==> config.mk <==
export PLATFORM = sky130hd
export DESIGN_NAME = uart_pixel_packer
export DESIGN_NICKNAME = d
export VERILOG_FILES = /design/src/rtl/pixel_pkg.sv /design/src/rtl/byte_gap_timer.sv /design/src/rtl/uart_pixel_packer.sv
export SDC_FILE = /design/constraint.sdc
export NUM_CORES = 1
export LEC_CHECK = 0
export BUFFER_PORTS_ARGS = -buffer_cell sky130_fd_sc_hd__buf_4
export CAP_MARGIN = 10
export CORE_MARGIN = 4
export CORE_UTILIZATION = 55
export DETAILED_ROUTE_END_ITERATION = 10
export PLACE_DENSITY = 0.85
export SLEW_MARGIN = 20
export SYNTH_ARGS = -nofsm -noshare
export SYNTH_HDL_FRONTEND = slang
export SYNTH_SLANG_ARGS = --single-unit
export TNS_END_PERCENT = 20
==> constraint.sdc <==
create_clock -name clock -period 2 [get_ports clock]
set_input_delay 0.2 -clock clock [delete_from_list [all_inputs] [get_ports clock]]
set_output_delay 0.2 -clock clock [all_outputs]
set_load 0.02 [all_outputs]
==> src/rtl/pixel_pkg.sv <==
// Frame geometry and packer state encoding shared by the packer, screen and filter blocks.
package pixel_pkg;

    typedef enum logic [1:0] {S_R, S_G, S_B, S_WR} pack_state_t;

    localparam int IMG_W      = 512;
    localparam int IMG_H      = 384;
    localparam int NUM_PIXELS = IMG_W * IMG_H;
    localparam int PIX_W      = 24;

endpackage

==> src/rtl/byte_gap_timer.sv <==
// Counts idle cycles while a partial pixel is open; flags when the gap has gone on too long.
module byte_gap_timer #(
    parameter int TIMEOUT_CYCLES = 1000000,
    parameter int TO_W           = 20
) (
    input  logic clock,
    input  logic reset,
    input  logic run,
    input  logic kick,
    output logic expired
);

    localparam logic [TO_W-1:0] LAST_CNT = TO_W'(TIMEOUT_CYCLES - 1);

    logic [TO_W-1:0] cnt_q;
    logic [TO_W-1:0] cnt_d;

    // A kick in the expiry cycle wins, so the pending byte is never lost.
    assign expired = run && !kick && (cnt_q == LAST_CNT);

    always_comb begin
        cnt_d = cnt_q + TO_W'(1);
        if (!run || kick || expired) begin
            cnt_d = '0;
        end
    end

    always_ff @(posedge clock or posedge reset) begin
        if (reset) begin
            cnt_q <= '0;
        end else begin
            cnt_q <= cnt_d;
        end
    end

endmodule

==> src/rtl/uart_pixel_packer.sv <==
// Packs UART bytes R,G,B into 24-bit pixels and generates sequential BRAM write addresses.
module uart_pixel_packer #(
    parameter int NUM_PIXELS     = pixel_pkg::NUM_PIXELS,
    parameter int ADDR_W         = 18,
    parameter int TIMEOUT_CYCLES = 1000000,
    parameter int TO_W           = 20
) (
    input  logic                        clock,
    input  logic                        reset,
    input  logic [7:0]                  rx_data,
    input  logic                        rx_valid,
    input  logic                        clear,
    output logic [pixel_pkg::PIX_W-1:0] pix_data,
    output logic                        pix_we,
    output logic [ADDR_W-1:0]           pix_addr,
    output logic                        frame_done,
    output logic                        resync
);

    import pixel_pkg::*;

    localparam logic [ADDR_W-1:0] LAST_ADDR = ADDR_W'(NUM_PIXELS - 1);

    pack_state_t        state_q, state_d;
    logic [PIX_W-1:0]   pix_q, pix_d;
    logic [ADDR_W-1:0]  addr_q, addr_d;
    logic               we;
    logic               expired;

    byte_gap_timer #(
        .TIMEOUT_CYCLES (TIMEOUT_CYCLES),
        .TO_W           (TO_W)
    ) u_gap_timer (
        .clock   (clock),
        .reset   (reset),
        .run     ((state_q == S_G) || (state_q == S_B)),
        .kick    (rx_valid | clear),
        .expired (expired)
    );

    // rx_valid is a one-cycle strobe with no back-pressure: each strobe carries one
    // byte and is consumed in S_R/S_G/S_B; it is dropped in S_WR or alongside clear.
    always_comb begin
        state_d = state_q;
        pix_d   = pix_q;
        addr_d  = addr_q;
        we      = 1'b0;
        if (clear) begin
            state_d = S_R;
            addr_d  = '0;
        end else begin
            case (state_q)
                S_R: begin
                    if (rx_valid) begin
                        pix_d[23:16] = rx_data;
                        state_d      = S_G;
                    end
                end
                S_G: begin
                    if (rx_valid) begin
                        pix_d[15:8] = rx_data;
                        state_d     = S_B;
                    end else if (expired) begin
                        state_d = S_R;
                    end
                end
                S_B: begin
                    if (rx_valid) begin
                        pix_d[7:0] = rx_data;
                        state_d    = S_WR;
                    end else if (expired) begin
                        state_d = S_R;
                    end
                end
                S_WR: begin
                    we      = 1'b1;
                    state_d = S_R;
                    addr_d  = (addr_q == LAST_ADDR) ? '0 : addr_q + ADDR_W'(1);
                end
                default: state_d = S_R;
            endcase
        end
    end

    always_ff @(posedge clock or posedge reset) begin
        if (reset) begin
            state_q <= S_R;
            pix_q   <= '0;
            addr_q  <= '0;
        end else begin
            state_q <= state_d;
            pix_q   <= pix_d;
            addr_q  <= addr_d;
        end
    end

    assign pix_data   = pix_q;
    assign pix_we     = we;
    assign pix_addr   = addr_q;
    assign frame_done = we && (addr_q == LAST_ADDR);
    assign resync     = expired;

endmodule

==> metrics.txt <==
CP Data Arrival Time 1770 ps; peak supply drop 792 uV; type of the worst setup path flop to output pin; num rows 26; clk slew on worst S/H paths 80 ps; Yosys top cell area share 52.3%; dpl cell area 3620 um2; Final Hold Fails 0; worst skew pair latency 340 ps; critical path launch point type flop; Final nets 372; Final Slew Violations 0; pwr dens 820 nW/um2; layout cells sized above 1 34.5%; Slew Limit Headroom 56.7%; first-pass GRT wire length 11,700 um; post-synth cell types 43; Port Buf Inserts 56; DR DRC count 0; routability-driven placement congestion ratio 0.799; Hold WS 102 ps; Post-DP HPWL 4770 um; P&R area growth vs syn 26.8%; worst r2r path cells 5; core area 5240 um2; root buffer cell clkbuf_8; Max Cap Viol 0; Final Setup Violations 0; WP data required 1800 ps; Die ar. 6830 um2; sequential power share 46.7%; DR iter-0 viols 97; synthesized area 3060 um2; Worst Path Max Fanout 3; f_max 0.507 GHz; CTS buffer count 9; Cells after Synth 279; Tightest Hold Check Type input port to flop; asr flop ratio synth 100%; R2R setup slack 220 ps; yosys warns 0; P_sw 0.921 mW; Clk pwr share 34.7%; vias in the first global route 2,433; DIE WIDTH 82.6 um; Main synth FF type dfrtp_1; # IOs 57; Starting Density 58.5%; Seq/Total Area, Yosys 52.3%; number of flops mapped to enable cells by yosys 0; CTS tree done; final non-filler cell total 429; synth top area cells dfrtp_1 (52%), mux2_2 (8.8%), nor2_1 (4.2%); Avg Cell Area, Syn 11.0 um2; Via density 5.55; Reg2Reg Launch Point pix_addr[8]$_DFFE_PP0P_; total negative slack 0 ps; fillers 359; Static Leak 1.80 nW; run status complete, no violations; Period minus WS final 1970 ps; post-layout instance area 3890 um2; grt total ovfl 0; crit share post-route 98.6%; Gate power share 18.6%; Total Routing Usage GR 23.2%; TritonCTS Sinks 64; Final Skew 7.54 ps; actual slew at the worst max-slew pin 648 ps; largest net degree at the start of global routing 36; vias 2,382; area leader, netlist dfrtp_1; H-Tree Depth 3; switch share 28.9%; CTS max path bufs 2; initial antenna violation count 0; syn_nets 297; # placed instances 407; Routed WL 7170 um; Post-DRT Antenna Nets 0; Die Ht 82.6 um; fin util 74.2%; Routed WL per cell 16.7 um; crit path from u_gap_timer.cnt_q[10]$_DFF_PP0_; crit path to resync; RSZ-0062 raised after global routing yes; diode count 0; Seq cells post-synth 64; total internal power 2.27 mW; Detailed Routing Iterations Pass 1 4; CP endpoint kind output pin; RR Endpoint pix_addr[15]$_DFFE_PP0P_
==> flip-flops by register name, summed over array words and instances, names as in the netlist <==
register and flops:
pix_addr 18, state_q 2, pix_data 24, u_gap_timer.cnt_q 20
==> synth_stat cells, types with 4 or more instances <==
| cell | n |
|---|---|
| a21oi_1 | 9 |
| nand3_1 | 17 |
| nor2_1 | 34 |
| nand2_1 | 17 |
| mux2_2 | 24 |
| or3_1 | 4 |
| nor3_1 | 4 |
| xnor2_1 | 8 |
| nand4_1 | 12 |
| dfrtp_1 | 64 |
| ha_1 | 6 |
| xor2_1 | 14 |
| inv_1 | 11 |
| and3_1 | 6 |
==> worst min-delay path by stage <==
| stage | startpoint | end | slack, ps | depth (start not counted) |
|---|---|---|---|---|
| 2_1_floorplan | rx_data[0] | pix_data[0]$_DFFE_PP0P_ | 350 | 1 |
| 3_3_place_gp | reset | pix_data[6]$_DFFE_PP0P_ | 320 | 2 |
| 3_5_place_dp | reset | pix_data[14]$_DFFE_PP0P_ | 330 | 2 |
| 4_1_cts | rx_data[7] | pix_data[7]$_DFFE_PP0P_ | 90 | 2 |
| 5_1_grt | rx_data[7] | pix_data[7]$_DFFE_PP0P_ | 90 | 2 |
| 6_report | rx_data[7] | pix_data[7]$_DFFE_PP0P_ | 100 | 2 |
==> kinds of logic after synthesis <==
kind of cell	after synthesis	synth area share [%]
xor gates and xnor gates	22	6.29
buffers and inverters	16	2.04
adders and majority gates	6	2.45
muxes	26	9.47
DFF	64	52.3
and+or+nand+nor	120	21.8
AOI/OAI and AO/OA	25	5.64
==> critical path, cell delays in order, from the launching register on <==
cell and delay, ps:
dfrtp_1 430, nor4_2 260, and3_1 180, nand4_1 170, nor2_2 250, buf_6 150
==> layout by cell type, fill, tap and decap left out, drive strengths merged, types with 2 or more instances in the layout <==
master and instances:
and4 3, clkbuf 9, nor3 4, and3 6
a21oi 9, buf 68, nand4 12, mux2i 2
clkinvlp 3, ha 6, a22o 3, nand2 17
xor2 14, nor2 36, inv 12, a211o 2
a31oi 2, nor4b 2, clkinv 2, mux2 24
or3 4, nor2b 3, nand3b 3, nand3 20
xnor2 8, o21ai 3, nand2b 3, dfrtp 64
and4b 2
==> layer usage <==
metal  routed length (um)  GRT usage [%]  vias to the layer above
met2                 3760           38.5                       63
met3                  388           6.83                       15
met5                    0              0                        -
met1                 2870           27.8                     1162
li1                     -              -                     1142
met4                  142           10.3                        0
==> power groups by stage <==
stage	Sequential [mW]	Clock, mW	Combinational [mW]
2_1_floorplan	1.65	0	0.174
3_3_place_gp	1.50	0	0.580
3_5_place_dp	1.51	0	0.597
4_1_cts	1.49	1.13	0.603
5_1_grt	1.51	1.19	0.637
6_report	1.49	1.10	0.594
==> cell type report <==
class / instances / area, um2 / area share, %
tap: 70 / 87.6 / 2.25
multi-input combinational: 199 / 1420 / 36.6
clock inverter: 7 / 71.3 / 1.84
inverter: 11 / 41.3 / 1.06
sequential: 64 / 1600 / 41.2
clock buffer: 9 / 124 / 3.19
timing repair buffer: 69 / 537 / 13.8
==> per-stage QoR <==
step | power, mW | setup slack, ps
2_1_floorplan | 1.82 | 163
3_3_place_gp | 2.08 | 186
3_5_place_dp | 2.11 | 123
4_1_cts | 3.22 | 10.2
5_1_grt | 3.33 | -93.5
6_report | 3.19 | 27.3
==> what timing repair did <==
action                                  4_1_cts  5_1_grt
setup buffers                                 2        3
pin swaps                                     0        5
endpoints found under the setup margin        2        2
endpoints found under the hold margin        29        0
hold buffers                                  1        0
resized for setup                             2        6
Note: power is estimated with default switching activity, not from simulation.
